[config.mk]
export PLATFORM = sky130hd
export DESIGN_NAME = clock_rtc
export DESIGN_NICKNAME = d
export VERILOG_FILES = /design/src/rtl/clock_rtc_pkg.sv /design/src/rtl/clock_rtc_bcd_mod60.sv /design/src/rtl/clock_rtc.sv
export SDC_FILE = /design/constraint.sdc
export NUM_CORES = 1
export LEC_CHECK = 0
export ABC_AREA = 0
export BUFFER_PORTS_ARGS = -buffer_cell sky130_fd_sc_hd__buf_2
export CAP_MARGIN = 20
export CORE_MARGIN = 2
export CORE_UTILIZATION = 62
export DETAILED_ROUTE_END_ITERATION = 8
export PLACE_DENSITY_LB_ADDON = 0.08
export SLEW_MARGIN = 40
export SYNTH_ARGS = -nofsm -noshare
export SYNTH_HDL_FRONTEND = slang
export SYNTH_HIERARCHICAL = 1
export SYNTH_SLANG_ARGS = --single-unit
export TNS_END_PERCENT = 5
[constraint.sdc]
create_clock -name clk -period 16.5 [get_ports clk]
set_input_delay 3.3 -clock clk [delete_from_list [all_inputs] [get_ports clk]]
set_output_delay 3.3 -clock clk [all_outputs]
set_load 0.01 [all_outputs]
[src/rtl/clock_rtc_pkg.sv]
// Shared constants, the BCD time bundle and the hour/BCD conversion helpers
// used by the real-time clock.
package clock_rtc_pkg;

    localparam logic [7:0] BCD_59   = 8'h59;
    localparam logic [4:0] H24_MAX  = 5'd23;
    localparam logic [4:0] H12_MAX  = 5'd12;
    localparam logic [6:0] MIN_MAX  = 7'd59;

    typedef struct packed {
        logic [7:0] hh;
        logic [7:0] mm;
        logic [7:0] ss;
    } bcd_time_t;

    function automatic logic [6:0] bcd_to_bin(input logic [7:0] v);
        return ({3'b000, v[7:4]} * 7'd10) + {3'b000, v[3:0]};
    endfunction

    // Both nibbles must be decimal digits and the value must not exceed max_bin.
    function automatic logic bcd_valid(input logic [7:0] v, input logic [6:0] max_bin);
        return (v[7:4] <= 4'd9) && (v[3:0] <= 4'd9) && (bcd_to_bin(v) <= max_bin);
    endfunction

    function automatic logic [4:0] h12_to_h24(input logic [7:0] hh_bcd, input logic pm_flag);
        logic [6:0] bin7;
        logic [4:0] bin;
        bin7 = bcd_to_bin(hh_bcd);
        bin  = bin7[4:0];
        if (bin == H12_MAX) begin
            return pm_flag ? H12_MAX : 5'd0;
        end
        return pm_flag ? (bin + H12_MAX) : bin;
    endfunction

    function automatic logic [7:0] h24_to_bcd(input logic [4:0] h);
        logic [4:0] ones;
        if (h >= 5'd20) begin
            ones = h - 5'd20;
            return {4'd2, ones[3:0]};
        end else if (h >= 5'd10) begin
            ones = h - 5'd10;
            return {4'd1, ones[3:0]};
        end
        return {4'd0, h[3:0]};
    endfunction

endpackage

[src/rtl/clock_rtc_bcd_mod60.sv]
// BCD 00-59 counter with load priority over increment; carry marks the 59->00 wrap.
module bcd_mod60
    import clock_rtc_pkg::*;
(
    input  logic       clk,
    input  logic       srst,
    input  logic       inc,
    input  logic       ld,
    input  logic [7:0] ld_val,
    output logic [7:0] q,
    output logic [7:0] q_next,
    output logic       carry
);

    logic [7:0] cnt_q;
    logic [7:0] cnt_d;

    always_comb begin
        cnt_d = cnt_q;
        carry = 1'b0;
        if (ld) begin
            cnt_d = ld_val;
        end else if (inc) begin
            if (cnt_q == BCD_59) begin
                cnt_d = 8'h00;
                carry = 1'b1;
            end else if (cnt_q[3:0] == 4'd9) begin
                cnt_d = {cnt_q[7:4] + 4'd1, 4'd0};
            end else begin
                cnt_d = {cnt_q[7:4], cnt_q[3:0] + 4'd1};
            end
        end
    end

    always_ff @(posedge clk) begin
        if (srst) begin
            cnt_q <= 8'h00;
        end else begin
            cnt_q <= cnt_d;
        end
    end

    assign q      = cnt_q;
    assign q_next = cnt_d;

endmodule

[src/rtl/clock_rtc.sv]
// BCD real-time clock: prescaler, binary 24-hour counter, 12/24-hour view,
// validated time load and a daily hour:minute alarm.
module clock_rtc
    import clock_rtc_pkg::*;
#(
    parameter int TICK_DIV     = 1,
    parameter bit ALARM_EN_RST = 1'b0
) (
    input  logic       clk,
    input  logic       reset,
    input  logic       ena,
    input  logic       mode24,
    input  logic       load,
    input  logic [7:0] load_hh,
    input  logic [7:0] load_mm,
    input  logic [7:0] load_ss,
    input  logic       load_pm,
    input  logic       alarm_set,
    input  logic       alarm_clr,
    output logic [7:0] hh,
    output logic [7:0] mm,
    output logic [7:0] ss,
    output logic       pm,
    output logic       sec_tick,
    output logic       alarm,
    output logic       load_err
);

    localparam int PW = (TICK_DIV > 1) ? $clog2(TICK_DIV) : 1;
    localparam logic [PW-1:0] PRESC_LAST = PW'(TICK_DIV - 1);

    logic [PW-1:0] presc_q, presc_d;
    logic [4:0]    h24_q, h24_d;
    logic [4:0]    alarm_h_q, alarm_h_d;
    logic [7:0]    alarm_m_q, alarm_m_d;
    logic          armed_q, armed_d;
    logic          sec_tick_q, sec_tick_d;
    logic          alarm_q, alarm_d;
    logic          load_err_q, load_err_d;

    bcd_time_t     load_t;
    logic          hh_valid, hm_valid, load_valid, load_ok, alarm_ok, set_req;
    logic          advance, tick;
    logic [4:0]    load_h24, h12_bin;
    logic [7:0]    ss_next, mm_next;
    logic          ss_carry, mm_carry;

    assign load_t = '{hh: load_hh, mm: load_mm, ss: load_ss};

    // Hour range depends on the display format the load value is expressed in.
    always_comb begin
        if (mode24) begin
            hh_valid = bcd_valid(load_t.hh, 7'(H24_MAX));
            load_h24 = 5'(bcd_to_bin(load_t.hh));
        end else begin
            hh_valid = bcd_valid(load_t.hh, 7'(H12_MAX)) && (load_t.hh != 8'h00);
            load_h24 = h12_to_h24(load_t.hh, load_pm);
        end
    end

    assign hm_valid   = hh_valid && bcd_valid(load_t.mm, MIN_MAX);
    assign load_valid = hm_valid && bcd_valid(load_t.ss, MIN_MAX);
    assign load_ok    = load && load_valid;
    assign set_req    = alarm_set && !alarm_clr;
    assign alarm_ok   = set_req && hm_valid;

    assign advance = ena && (presc_q == PRESC_LAST);
    assign tick    = advance && !load_ok;

    bcd_mod60 u_ss (
        .clk    (clk),
        .srst   (reset),
        .inc    (tick),
        .ld     (load_ok),
        .ld_val (load_t.ss),
        .q      (ss),
        .q_next (ss_next),
        .carry  (ss_carry)
    );

    bcd_mod60 u_mm (
        .clk    (clk),
        .srst   (reset),
        .inc    (ss_carry),
        .ld     (load_ok),
        .ld_val (load_t.mm),
        .q      (mm),
        .q_next (mm_next),
        .carry  (mm_carry)
    );

    always_comb begin
        presc_d    = presc_q;
        h24_d      = h24_q;
        alarm_h_d  = alarm_h_q;
        alarm_m_d  = alarm_m_q;
        armed_d    = armed_q;
        sec_tick_d = tick;
        load_err_d = (load && !load_valid) || (set_req && !hm_valid);

        if (load_ok) begin
            presc_d = '0;
            h24_d   = load_h24;
        end else begin
            if (ena) begin
                presc_d = advance ? '0 : presc_q + PW'(1);
            end
            if (mm_carry) begin
                h24_d = (h24_q == H24_MAX) ? 5'd0 : h24_q + 5'd1;
            end
        end

        if (alarm_clr) begin
            armed_d = 1'b0;
        end else if (alarm_ok) begin
            armed_d   = 1'b1;
            alarm_h_d = load_h24;
            alarm_m_d = load_t.mm;
        end

        // Match against the time this advance creates, so alarm aligns with sec_tick.
        alarm_d = armed_q && tick && (ss_next == 8'h00) &&
                  (mm_next == alarm_m_q) && (h24_d == alarm_h_q);
    end

    always_ff @(posedge clk) begin
        if (reset) begin
            presc_q    <= '0;
            h24_q      <= 5'd0;
            alarm_h_q  <= 5'd0;
            alarm_m_q  <= 8'h00;
            armed_q    <= ALARM_EN_RST;
            sec_tick_q <= 1'b0;
            alarm_q    <= 1'b0;
            load_err_q <= 1'b0;
        end else begin
            presc_q    <= presc_d;
            h24_q      <= h24_d;
            alarm_h_q  <= alarm_h_d;
            alarm_m_q  <= alarm_m_d;
            armed_q    <= armed_d;
            sec_tick_q <= sec_tick_d;
            alarm_q    <= alarm_d;
            load_err_q <= load_err_d;
        end
    end

    always_comb begin
        h12_bin = h24_q;
        if (h24_q == 5'd0) begin
            h12_bin = H12_MAX;
        end else if (h24_q > H12_MAX) begin
            h12_bin = h24_q - H12_MAX;
        end
        hh = mode24 ? h24_to_bcd(h24_q) : h24_to_bcd(h12_bin);
        pm = !mode24 && (h24_q >= H12_MAX);
    end

    assign sec_tick = sec_tick_q;
    assign alarm    = alarm_q;
    assign load_err = load_err_q;

endmodule

# Yosys cells after proc, flatten, opt, wreduce, memory -nomap -nowiden
# Cells that the tools add are included.
totals:
  word_cells: 127
  inputBits: 32
  ff_bits: 39
  output_inout_bits: 28
op_classes:
  eq_ne: 8
  mul: 3
  addsub: 15
  bitwise: 2
  mux: 39
  reduce_logical: 34
  n_lt_le_gt_ge: 16
ops:
  columns: ["op", "n"]
  rows:
  - ["$mux W8", 15]
  - ["$mux W5", 9]
  - ["$le A4 B4 Y1 const B", 6]
  - ["$logic_and A1 B1 Y1", 22]
  - ["$add A7 B4 Y7", 3]
  - ["$mul A4 B3 Y6 const B", 3]
  - ["$add A4 B1 Y4 const B", 4]
  - ["$eq A8 B7 Y1 const B", 2]
  - ["$ge A5 B4 Y1 const B", 3]
  - ["$le A7 B6 Y1 const B", 2]
  - ["$mux W1", 14]
  - ["$ge A5 B5 Y1 const B", 2]
  - ["$eq A4 B4 Y1 const B", 2]
  - ["$eq A8 B8 Y1", 1]
  - ["$logic_not A8 Y1", 1]
  - ["$reduce_bool A8 Y1", 1]
  - ["$sub A4 B3 Y4 const B", 2]
  - ["$sub A4 B4 Y4 const B", 2]
  - ["$le A7 B4 Y1 const B", 1]
  - ["$le A7 B5 Y1 const B", 1]
  - ["$add A5 B1 Y5 const B", 1]
  - ["$add A5 B4 Y5 const B", 1]
  - ["$eq A5 B4 Y1 const B", 1]
  - ["$eq A5 B5 Y1", 1]
  - ["11 further kinds", 17]

# Logic depth before layout (Yosys ltp)
# Gate-level depths: netlist of the first run.
logic_depth:
  ltp_word: 19
  mapped_depth: 24

# By module
# The synthesis of the first run kept the hierarchy.
modules_own_cells:
  columns: ["module", "n_inst", "cells_each", "seq_area_each_um2", "area_per_inst_um2"]
  rows:
  - ["clock_rtc", 1, 300, 460.4, 2466.1]
  - ["bcd_mod60", 2, 76, 160.2, 598.1]

# Worst setup path before layout of the first run
# Ideal clock, no wire load.
synth_timing:
  kind: "input to register"
  from: "input port load_hh[4]"
  to: "register alarm_q (netlist: alarm)"
  arrival_ns: 8.558
  slack_ns: 7.854
  cell_stages: 23
  t_required_ns: 16.412
  setup_time_ns: 0.088
  n_path_buf: 1
  path_cell_list: "ha_1 -> ha_1 -> xnor2_1 -> inv_1 -> ha_1 -> nor3b_1 -> nor4_1 -> nor4_1 -> and4_1 -> buf_6 -> nor2_1 -> and4b_2 -> nand2_1 -> nor3_1 -> and4b_2 -> nand2_1 -> nor3_1 -> nand2_1 -> o31ai_1 -> xor2_1 -> a2111oi_0 -> o211ai_1 -> nor4_2"
synth_via:
  elab_chain_len: 19
  elab_cells_between_ends: 40
  cone_classes: "2 x add/sub; 1 x mul; 3 x order compare; 3 x eq/ne; 16 x mux; 15 x reduce/logical"
synth_rtl:
  columns: ["item", "line_no", "rtl"]
  rows:
  - ["start: declaration", "clock_rtc.sv:14", "input logic [7:0] load_hh,"]
  - ["$mul A4 B3 Y6", "clock_rtc_pkg.sv:17", "return ({3'b000, v[7:4]} * 7'd10) + {3'b000, v[3:0]};"]
  - ["$add A7 B4 Y7", "clock_rtc_pkg.sv:17", null]
  - ["$le A7 B4 Y1", "clock_rtc_pkg.sv:22", "return (v[7:4] <= 4'd9) && (v[3:0] <= 4'd9) && (bcd_to_bin(v) <= max_bin);"]
  - ["$logic_and A1 B1 Y1", "clock_rtc_pkg.sv:22", null]
  - ["$logic_and A1 B1 Y1", "clock_rtc.sv:56", "hh_valid = bcd_valid(load_t.hh, 7'(H12_MAX)) && (load_t.hh != 8'h00);"]
  - ["$mux W1 (*)", "clock_rtc.sv:52", "if (mode24) begin"]
  - ["$logic_and A1 B1 Y1 (*)", "clock_rtc.sv:61", "assign hm_valid = hh_valid && bcd_valid(load_t.mm, MIN_MAX);"]
  - ["$logic_and A1 B1 Y1 (*)", "clock_rtc.sv:62", "assign load_valid = hm_valid && bcd_valid(load_t.ss, MIN_MAX);"]
  - ["[... 1 more ...]", null, null]
  - ["net load_ok", "clock_rtc.sv:42", "logic hh_valid, hm_valid, load_valid, load_ok, alarm_ok, set_req;"]
  - ["[... 2 more ...]", null, null]
  - ["net sec_tick_d", "clock_rtc.sv:37", "logic sec_tick_q, sec_tick_d;"]
  - ["[... 2 more ...]", null, null]
  - ["net ss_carry", "clock_rtc.sv:46", "logic ss_carry, mm_carry;"]
  - ["$mux W1 (*)", "clock_rtc_bcd_mod60.sv:23", "end else if (inc) begin"]
  - ["$mux W1 (*)", "clock_rtc_bcd_mod60.sv:21", "if (ld) begin"]
  - ["net mm_carry", "clock_rtc.sv:46", null]
  - ["$mux W5 (*)", "clock_rtc.sv:108", "if (mm_carry) begin"]
  - ["$mux W5 (*)", "clock_rtc.sv:101", "if (load_ok) begin"]
  - ["$eq A5 B5 Y1 (*)", "clock_rtc.sv:123", "(mm_next == alarm_m_q) && (h24_d == alarm_h_q);"]
  - ["$logic_and A1 B1 Y1 (*)", "clock_rtc.sv:123", null]
  - ["end signal: assignment", "clock_rtc.sv:143", "alarm_q <= alarm_d;"]
  - ["end: declaration", "clock_rtc.sv:38", "logic alarm_q, alarm_d;"]
# Mark *: on every way through the listed nets, which the timed path passes. The rest lies on a longest branch. The select of a mux whose other input is x is not followed.
# A chain may end at the register's enable or synchronous reset.

# Final worst setup path of the first run
layout_timing:
  from: "input port load_hh[4]"
  to: "register alarm_q (netlist: alarm)"
layout_via:
  elab_chain_len: 19
  elab_cells_between_ends: 40
  cone_classes: "2 x add/sub; 1 x mul; 3 x order compare; 3 x eq/ne; 16 x mux; 15 x reduce/logical"
layout_rtl:
  columns: ["item", "line_no"]
  rows:
  - ["$mul A4 B3 Y6", "clock_rtc_pkg.sv:17"]
  - ["$add A7 B4 Y7", "clock_rtc_pkg.sv:17"]
  - ["$le A7 B4 Y1", "clock_rtc_pkg.sv:22"]
  - ["$logic_and A1 B1 Y1", "clock_rtc_pkg.sv:22"]
  - ["$logic_and A1 B1 Y1", "clock_rtc.sv:56"]
  - ["$mux W1 (*)", "clock_rtc.sv:52"]
  - ["$logic_and A1 B1 Y1 (*)", "clock_rtc.sv:61"]
  - ["$logic_and A1 B1 Y1 (*)", "clock_rtc.sv:62"]
  - ["[... 3 more ...]", null]
  - ["net sec_tick_d", "clock_rtc.sv:37"]
  - ["[... 2 more ...]", null]
  - ["net ss_carry", "clock_rtc.sv:46"]
  - ["$mux W1 (*)", "clock_rtc_bcd_mod60.sv:23"]
  - ["$mux W1 (*)", "clock_rtc_bcd_mod60.sv:21"]
  - ["net mm_carry", "clock_rtc.sv:46"]
  - ["$mux W5 (*)", "clock_rtc.sv:108"]
  - ["$mux W5 (*)", "clock_rtc.sv:101"]
  - ["$eq A5 B5 Y1 (*)", "clock_rtc.sv:123"]
  - ["$logic_and A1 B1 Y1 (*)", "clock_rtc.sv:123"]
# Marks and branches as above.

==> results of run 1 <==
-- path summary, 6_finish.rpt --
check,startpoint,end,slack [ns]
setup / recovery,load_hh[4],alarm,7.23
hold / removal,presc_q,presc_q,0.48
setup reg to reg,presc_q,alarm,12.29
hold reg to reg,presc_q,presc_q,0.48
-- sequential cells by signal, indices dropped and copies added (netlist names), 5 cells and up --
signal,flops
h24_q,5
alarm_h_q,5
u_ss/q,8
alarm_m_q,8
u_mm/q,8
-- placed cells by master, fill, tap and decap left out, drive strengths merged, types with 5 or more instances in the layout --
cell type / n
fa: 6
xnor2: 14
nor3: 7
o21ai: 25
and2: 8
inv: 35
or2: 5
nor2: 40
a31oi: 10
xor2: 11
nor4: 9
nand2: 28
a21oi: 33
dfxtp: 39
nand3: 25
mux2i: 19
clkbuf: 6
ha: 40
buf: 58
nand3b: 7
a211oi: 13
-- stage by stage --
| step | hold WS [ns] | area [um^2] | setup WS (ns) | util [%] | total power [mW] |
|---|---|---|---|---|---|
| 6_report | 0.481 | 4100 | 7.23 | 73.1 | 0.237 |
| 5_1_grt | 0.509 | 4100 | 6.76 | 73.1 | 0.248 |
| 4_1_cts | 0.484 | 4100 | 7.33 | 73.1 | 0.238 |
| 3_5_place_dp | 0.471 | 3980 | 7.03 | 70.9 | 0.152 |
| 3_3_place_gp | 0.462 | 3970 | 7.05 | 70.8 | 0.150 |
| 2_1_floorplan | 0.426 | 3670 | 7.85 | - | 0.136 |
-- worst max-delay path, stage by stage --
cell,delay (ns)
buf_2,0.12
ha_1,0.29
ha_1,0.34
xnor2_1,0.43
inv_1,0.10
ha_1,0.21
nor3b_1,0.15
nor4_1,0.24
nor4_1,0.11
and4_1,0.22
buf_4,0.26
nor2_1,0.46
and4b_2,0.35
nand2_1,0.08
nor3_2,0.43
and4b_2,0.38
nand2_1,0.07
nor3_1,0.48
nand2_1,0.16
o31ai_1,0.40
xor2_1,0.11
a2111oi_0,0.40
o211ai_1,0.17
nor4_2,0.22
-- report_power, final --
part           internal (mW)  leakage [nW]  switching (mW)
sequential            0.0952         0.315         0.00153
clock                 0.0498        0.0618          0.0360
combinational         0.0230          1.56          0.0310
total                  0.168          1.94          0.0685
-- kinds of logic (layout without fill, tap and decap cells) --
family / after synthesis / in the layout / share of synthesized area [%]
AOI/OAI and AO/OA: 110 / 110 / 19.4
xor gates and xnor gates: 25 / 25 / 6.18
adders and majority gates: 46 / 46 / 16.9
buffers and inverters: 50 / 100 / 5.57
DFF: 39 / 39 / 21.3
muxes: 20 / 20 / 5.50
other: 1 / 2 / 0.102
and+or+nand+nor: 161 / 161 / 24.9
-- layer usage --
layer / global-route usage, % / wire, um / vias to the layer above
met5: 0 / 0 / -
met4: 7.12 / 81 / 0
met3: 3.78 / 361 / 13
met2: 48.3 / 4280 / 85
met1: 34.3 / 3810 / 1653
li1: - / - / 1726
-- area by class of cell --
cell class | instances | area, um^2 | share of cell area (%)
Sequential cell | 39 | 781 | 19.0
Multi-Input combinational cell | 364 | 2690 | 65.5
Inverter | 34 | 128 | 3.11
Timing Repair Buffer | 58 | 293 | 7.14
Clock buffer | 6 | 82.6 | 2.01
Tap cell | 72 | 90.1 | 2.20
Clock inverter | 2 | 38.8 | 0.946
==> qor.yml, run 1 <==
run:
  maxCapViolations: 0
detailed_routing:
  vias: 3477
  ant_nets: 0
  drt_iter0_markers: 142
  dr.pass1.iters: 4
  postRouteWirelength_um: 8530
  routed_via_density: 6.05
  wl_per_cell_um: 14.8
  drcViolationCount: 0
run_status:
  status: "finished, final reports clean"
logic_synthesis:
  syn_inst: 452
  synthTopCellsByArea: "dfxtp_1 (21%), ha_1 (14%), mux2i_1 (5.2%), a21oi_1 (4.5%), nor2_1 (4.0%)"
  syn_avg_cell_area_um2: 8.10
  yosys.area.top_type_share_pct: 21.3
  post-synth-top-count-cell: "ha_1"
  synth_ff_type: "dfxtp_1"
  ys_types: 65
  ys_seq_area_share_pct: 21.3
  ys_seq_elements: 39
  synth_edf_count: 0
  synth_warnings: 6
  synth_commonest_cells: "ha_1 (40), dfxtp_1 (39), nor2_1 (39)"
  syn_area_um2: 3660
  yosys.area.top_type: "dfxtp_1"
  async_reset_ff_share_pct: 0
clocking:
  htree_levels: 2
  clk_latency_ns: 0.29
  cts_repair_resize_count: 0
  cts_root_buf: "clkbuf_8"
  clk_pin_slew_worst_paths_ns: 0.09
  max-clock-path-buffers: 2
  cts_tree: "built"
  cts_setup_buffers: 0
  cts.sinks: 39
  cts_buffers: 5
  postCtsHoldBufs: 0
placement:
  dp.cells: 567
  gp_congestion: 0.863
  io_buffers: 57
  place_hpwl_um: 6530
min_path:
  whs_path_depth: 1
  hp-class: "register to register"
global_route:
  grt_overflow_total: 0
  grt_max_degree: 39
  grt_pass1_wl_um: 14400
  first_global_vias: 3362
  antenna_found_initial: 0
  grt_usage_pct: 27.1
timing:
  slew_viol_final: 0
  setup_viol: 0
  finalCritPeriodShare_pct: 56.2
  max_freq_mhz: 108
  relSlewSlack_pct: 52.5
  grt_setup_unrepaired: "no"
  tns_ns: 0
  worst_pin_slew_ns: 0.713
  hold_viol_final: 0
  fin_crit_ns: 9.27
  fin_skew_ns: 0.00789
floorplanning:
  num_rows: 27
  die_y_um: 80.9
  start_util_pct: 65.3
  die-area_um2: 6540
  chipWidth_um: 80.9
  coreArea_um2: 5610
  pin_count: 60
layout:
  antenna_cells: 0
  n_fill_cell: 480
  layout.nets: 580
  final_cell_count_no_fill: 575
  synthToLayoutAreaGrowth_pct: 11.9
  drive_gt1_share_pct: 16.9
setup_path:
  reg2regPathDepth: 14
  crit_arrival_ns: 9.48
  worst_ep_required_time_ns: 16.71
  start_kind: "input port"
  cp-end-kind: "register"
  critPathMaxFanout: 36
  path_class: "input port to register"
pwr:
  power_leakage_nw: 1.94
  vdd_drop_max_uv: 43.5
  power_density_nw_per_um2: 57.7
(Power assumes the default switching activity.)
==> run 2: changes to the inputs <==
--- a/config.mk
+++ b/config.mk
@@ -9,7 +9,7 @@
 export BUFFER_PORTS_ARGS = -buffer_cell sky130_fd_sc_hd__buf_2
 export CAP_MARGIN = 20
 export CORE_MARGIN = 2
-export CORE_UTILIZATION = 62
+export CORE_UTILIZATION = 58
 export DETAILED_ROUTE_END_ITERATION = 8
 export PLACE_DENSITY_LB_ADDON = 0.08
 export SLEW_MARGIN = 40
==> constraint.sdc (replaced) <==
create_clock -name clk -period 8.6 [get_ports clk]
set_input_delay 1.72 -clock clk [delete_from_list [all_inputs] [get_ports clk]]
set_output_delay 1.72 -clock clk [all_outputs]
set_load 0.01 [all_outputs]
==> run 2 against run 1 <==
  * Core utilization decreased by 5.1 points
  * Clock power is 86% higher
  * Via count down 1.7%
  * Die area rose by 6.5%
  * Clock-buffer cell count shrank 1
  * Clock skew grew 0.00083 ns
  * Largest power group unchanged
==> qor.yml, run 2 (synthesized netlist as in run 1, its figures left out) <==
layout:
  drive_gt1_share_pct: 16.9  # unchanged
  layout.area.seq_um2: 781  # unchanged
  final_cell_count_no_fill: 578  # +0.52%
  layout.nets: 580  # unchanged
  multiInputGateArea_um2: 2690  # unchanged
  n_fill_cell: 500  # +4.2%
  final_common_cell: "buf_2"
  layout_common_cells: "buf_2 (57), ha_1 (40), nor2_1 (39), dfxtp_1 (39)"
  antenna_cells: 0  # unchanged
  synthToLayoutAreaGrowth_pct: 11.9  # about the same
run_status:
  status: "finished, final reports clean"
floorplanning:
  die-area_um2: 6970  # +6.5%
  die_y_um: 83.5  # +3.2%
  chipWidth_um: 83.5  # +3.2%
  start_util_pct: 60.8  # -4.5 points
  num_rows: 28  # +3.7%
  coreArea_um2: 6030  # +7.5%
  pin_count: 60  # unchanged
clocking:
  clk_pin_slew_worst_paths_ns: 0.08  # about the same
  postCtsHoldBufs: 0  # unchanged
  cts.sinks: 39  # unchanged
  cts_buffers: 5  # unchanged
  htree_levels: 2  # unchanged
  cts_tree: "built"
  cts_root_buf: "clkbuf_8"
  max-clock-path-buffers: 2  # unchanged
  cts_setup_buffers: 0  # unchanged
  clk_latency_ns: 0.30  # about the same
  cts_repair_resize_count: 0  # unchanged
detailed_routing:
  wl_per_cell_um: 14.5  # -2.2%
  ant_nets: 0  # unchanged
  drcViolationCount: 0  # unchanged
  dr.pass1.iters: 5  # +1
  routed_via_density: 5.92  # -2.2%
  drt_iter0_markers: 114  # -20%
  vias: 3419  # -1.7%
  postRouteWirelength_um: 8390  # -1.6%
timing:
  finalCritPeriodShare_pct: 86.0
  relSlewSlack_pct: 51.2  # -1.3 points
  fin_crit_ns: 7.39
  setup_viol: 0  # unchanged
  hold_viol_final: 0  # unchanged
  hold_ws_ns: 0.479  # -0.00197 ns
  max_freq_mhz: 135
  fin_skew_ns: 0.00873  # +0.000831 ns
  worst_pin_slew_ns: 0.732  # +0.0189 ns
  grt_setup_unrepaired: "no"
  slew_viol_final: 0  # unchanged
  tns_ns: 0  # unchanged
pwr:
  power_density_nw_per_um2: 109  # +90%
  vdd_drop_max_uv: 82.1  # +89%
  power_leakage_nw: 1.93  # -0.16%
  p_total_mw: 0.448  # +89%
setup_path:
  crit_buf_inv: 2  # -1
  start_kind: "input port"
  path_class: "input port to register"
  critPathMaxStageDelay_ns: 0.47  # about the same
  critPathTopFamily: "simple AND/OR/NAND/NOR gates"
  worst_ep_required_time_ns: 8.81  # -7.90 ns
  cp-end-kind: "register"
  critical_path.cell_chain: "buf_2 > ha_1 > ha_1 > xnor2_1 > inv_1 > ha_1 > nor3b_1 > nor4_1 > nor4_1 > and4_1 > nor2_1 > and4b_2 > nand2_1 > nor3_2 > and4b_2 > nand2_1 > nor3_1 > nand2_1 > o31ai_1 > xor2_1 > a2111oi_0 > o211ai_1 > nor4_2"
  slowest_stage: "nor3_2"
  crit_arrival_ns: 7.61  # -1.87 ns
  critPathMaxFanout: 9  # -75%
global_route:
  grt_max_degree: 39  # unchanged
  antenna_found_initial: 0  # unchanged
  grt_usage_pct: 23.7  # -3.5 points
  grt_overflow_total: 0  # unchanged
  first_global_vias: 3153  # -6.2%
  grt_pass1_wl_um: 14200  # -1.3%
placement:
  gp_congestion: 0.859  # -0.42%
  dp.cells: 570  # +0.53%
  place_hpwl_um: 6410  # -1.8%
  io_buffers: 57  # unchanged
min_path:
  hp-class: "register to register"
run:
  maxCapViolations: 0  # unchanged
run 2: layout make-up:
class                           instances  area share (%)
Inverter                               34            3.11
Clock buffer                            5            1.68
Tap cell                               75            2.29
Clock inverter                          3            1.16
Multi-Input combinational cell        364            65.6
Sequential cell                        39            19.1
Timing Repair Buffer                   58            7.15
run 2: power breakdown:
part / switching [mW] / leakage, nW / total [mW] / internal, mW
registers: 0.00286 / 0.315 / 0.186 / 0.183
logic: 0.0588 / 1.56 / 0.103 / 0.0440
clock network: 0.0717 / 0.0587 / 0.160 / 0.0880
run 2: routing by layer:
| metal | vias to the layer above | track usage, % | share of wire, % |
|---|---|---|---|
| met5 | - | 0 | 0 |
| met4 | 0 | 4.69 | 0.73 |
| met3 | 8 | 3.76 | 5.3 |
| met2 | 88 | 39.6 | 47 |
| met1 | 1600 | 32.5 | 47 |
| li1 | 1723 | - | - |
run 2: worst paths after layout:
path              cells past startpoint  startpoint  slack, ns      end
hold / removal                        1     presc_q       0.48  presc_q
hold reg to reg                       1     presc_q       0.48  presc_q
setup / recovery                     23  load_hh[4]       1.21    alarm
setup reg to reg                     14     presc_q       4.40    alarm
run 2: per-stage QoR:
| stage | cell area (um^2) | utilization, % | worst slack (ns) |
|---|---|---|---|
| global placement | 3980 | 66.0 | 0.970 |
| floorplan | 3670 | - | 1.53 |
| CTS | 4090 | 67.9 | 0.930 |
| detailed placement | 3980 | 66.0 | 0.634 |
| global route | 4100 | 68.0 | 0.663 |
| finish | 4100 | 68.0 | 1.21 |
==> run 3: changes to the inputs <==
--- a/config.mk
+++ b/config.mk
@@ -5,11 +5,11 @@
 export SDC_FILE = /design/constraint.sdc
 export NUM_CORES = 1
 export LEC_CHECK = 0
-export ABC_AREA = 0
+export ABC_AREA = 1
 export BUFFER_PORTS_ARGS = -buffer_cell sky130_fd_sc_hd__buf_2
 export CAP_MARGIN = 20
 export CORE_MARGIN = 2
-export CORE_UTILIZATION = 58
+export CORE_UTILIZATION = 55
 export DETAILED_ROUTE_END_ITERATION = 8
 export PLACE_DENSITY_LB_ADDON = 0.08
 export SLEW_MARGIN = 40
==> run 3 against run 2 <==
  * Via count grew 16%
  * Clock skew shrank 0.00067 ns
  * Cell count grew 29%
  * Routed wire length grew 8.8%
  * Synthesized cell count grew 32%
  * Die area grew 11%
  * Global-route usage grew 0.55 points
  * Total power shrank 4.2%
==> qor.yml, run 3 <==
run_status:
  status: "finished, final reports clean"
logic_synthesis:
  synth_commonest_cells: "nand2_1 (144), inv_1 (80), nand3_1 (58)"
  synth_ff_type: "dfxtp_1"
  post-synth-top-count-cell: "nand2_1"
  synthTopCellsByArea: "dfxtp_1 (20%), nand2_1 (14%), ha_1 (13%), inv_1 (7.7%), nand3_1 (7.5%)"
  synth_warnings: 6  # unchanged
  async_reset_ff_share_pct: 0  # unchanged
  syn_area_um2: 3880  # +6.0%
  yosys.area.top_type: "dfxtp_1"
  ys_seq_area_share_pct: 20.1  # -1.2 points
  syn_inst: 598  # +32%
  synth_edf_count: 0  # unchanged
  ys_types: 49  # -25%
  ys_seq_elements: 39  # unchanged
  syn_avg_cell_area_um2: 6.49  # -20%
  yosys.area.top_type_share_pct: 20.1  # -1.2 points
floorplanning:
  chipWidth_um: 88.0  # +5.4%
  num_rows: 30  # +7.1%
  die_y_um: 88.0  # +5.4%
  coreArea_um2: 6790  # +13%
  start_util_pct: 57.1  # -3.6 points
  die-area_um2: 7740  # +11%
  pin_count: 60  # unchanged
pwr:
  vdd_drop_max_uv: 65.5  # -20%
  power_leakage_nw: 2.18  # +12%
  power_density_nw_per_um2: 100  # -8.4%
setup_path:
  critPathMaxStageDelay_ns: 0.51  # +0.04 ns
  critPathMaxFanout: 11  # +2
  critPathTopFamily: "simple AND/OR/NAND/NOR gates"
  start_kind: "input port"
  crit_arrival_ns: 6.74  # -0.87 ns
  slowest_stage: "a2111oi_0"
  worst_ep_required_time_ns: 8.83  # +0.02 ns
  cp-end-kind: "register"
  crit_buf_inv: 2  # unchanged
  cpMostUsedCell: "nand2_1"
  path_class: "input port to register"
layout:
  antenna_cells: 0  # unchanged
  layout_common_cells: "nand2_1 (144), inv_1 (79), nand3_1 (58)"
  layout.nets: 725  # +25%
  stdcell_area_um2: 4280  # +4.5%
  synthToLayoutAreaGrowth_pct: 10.4
  fin_util_pct: 63.1  # -4.9 points
  drive_gt1_share_pct: 15.5  # -1.4 points
  final_common_cell: "nand2_1"
timing:
  hold_viol_final: 0  # unchanged
  max_freq_mhz: 154  # +14%
  hold_ws_ns: 0.473  # -0.00512 ns
  slew_viol_final: 0  # unchanged
  relSlewSlack_pct: 52.8  # +1.6 points
  fin_ws_ns: 2.10  # +0.890 ns
  setup_viol: 0  # unchanged
  worst_pin_slew_ns: 0.702  # -0.0300 ns
  fin_crit_ns: 6.50  # -0.890 ns
  finalCritPeriodShare_pct: 75.6  # -10 points
  fin_skew_ns: 0.00805  # -0.000673 ns
  grt_setup_unrepaired: "no"
  tns_ns: 0  # unchanged
min_path:
  hp-class: "register to register"
detailed_routing:
  vias: 3950  # +16%
  wl_per_cell_um: 12.3  # -15%
  routed_via_density: 5.32  # -10%
  drt_iter0_markers: 152  # +33%
  postRouteWirelength_um: 9130  # +8.8%
  ant_nets: 0  # unchanged
  dr.pass1.iters: 5  # unchanged
  drcViolationCount: 0  # unchanged
clocking:
  cts.sinks: 39  # unchanged
  clk_pin_slew_worst_paths_ns: 0.07  # about the same
  cts_tree: "built"
  cts_root_buf: "clkbuf_8"
  max-clock-path-buffers: 2  # unchanged
  htree_levels: 2  # unchanged
  clk_latency_ns: 0.29  # about the same
  cts_buffers: 5  # unchanged
  cts_repair_resize_count: 0  # unchanged
  postCtsHoldBufs: 0  # unchanged
  cts_setup_buffers: 0  # unchanged
global_route:
  grt_usage_pct: 24.2  # +0.55 points
  grt_max_degree: 30  # -23%
  grt_overflow_total: 0  # unchanged
  first_global_vias: 3515  # +11%
  grt_pass1_wl_um: 15300  # +7.6%
  antenna_found_initial: 0  # unchanged
placement:
  gp_congestion: 0.913  # +6.3%
  post_dp_cell_area_um2: 4190  # +5.4%
  io_buffers: 57  # unchanged
  dp_slack_ns: 1.55  # +0.920 ns
  place_hpwl_um: 7130  # +11%
run:
  maxCapViolations: 0  # unchanged
## run 3: kinds of logic after synthesis
kind of cell | Yosys count | synth area share [%]
xor gates and xnor gates | 10 | 2.26
other | 1 | 0.0966
adders and majority gates | 46 | 16.0
DFF | 39 | 20.1
buffers and inverters | 99 | 10.6
and+or+nand+nor | 297 | 35.7
AOI/OAI and AO/OA | 106 | 15.3
## run 3: power breakdown
group	internal [mW]	total (mW)	leakage (nW)	switching, mW
registers	0.182	0.184	0.315	0.00176
logic	0.0433	0.116	1.81	0.0729
clock network	0.0630	0.129	0.0470	0.0659
## run 3: area by class of cell
type	count	area, um^2
fill	650	2510
timing repair buffer	57	285
tap	96	120
multi-input combinational	461	2700
clock inverter	1	5.00
sequential	39	781
clock buffer	6	82.6
inverter	83	312
## run 3: path summary, 6_finish.rpt
kind	start	to	slack (ns)	cells past startpoint
worst max-delay path	load_hh[4]	alarm	2.10	32
worst min-delay path	alarm_h_q[3]	alarm_h_q[3]	0.47	2
worst max register to register	presc_q	alarm	5.07	18
worst min register to register	alarm_h_q[3]	alarm_h_q[3]	0.47	2
## run 3: per-stage QoR
stage / instances / power, mW
3_3_place_gp: 736 / 0.301
4_1_cts: 743 / 0.432
6_report: 743 / 0.429
2_1_floorplan: 599 / 0.272
3_5_place_dp: 736 / 0.304
5_1_grt: 743 / 0.457
## run 3: layer usage
layer  global-route usage, %  wire [um]
met1                    32.9       4460
met4                    4.20         85
met5                       0          0
met3                    4.05        337
met2                    41.0       4250
## run 3: worst reg2reg max path, stage by stage (launching register included)
cell and delay (ns):
dfxtp_1 0.31, nor2_1 0.18, nand2_4 0.08, inv_1 0.23, nand4_2 0.25, nor3_2 0.46
nand4_2 0.25, nor2_2 0.19, nor2_4 0.06, nand3_1 0.13, nand2_1 0.09, xor2_1 0.15
a2111oi_0 0.51, nand3_1 0.15, nor2_2 0.15, nand2_1 0.06, nor2_1 0.09, nand2_1 0.07
nor2_2 0.06
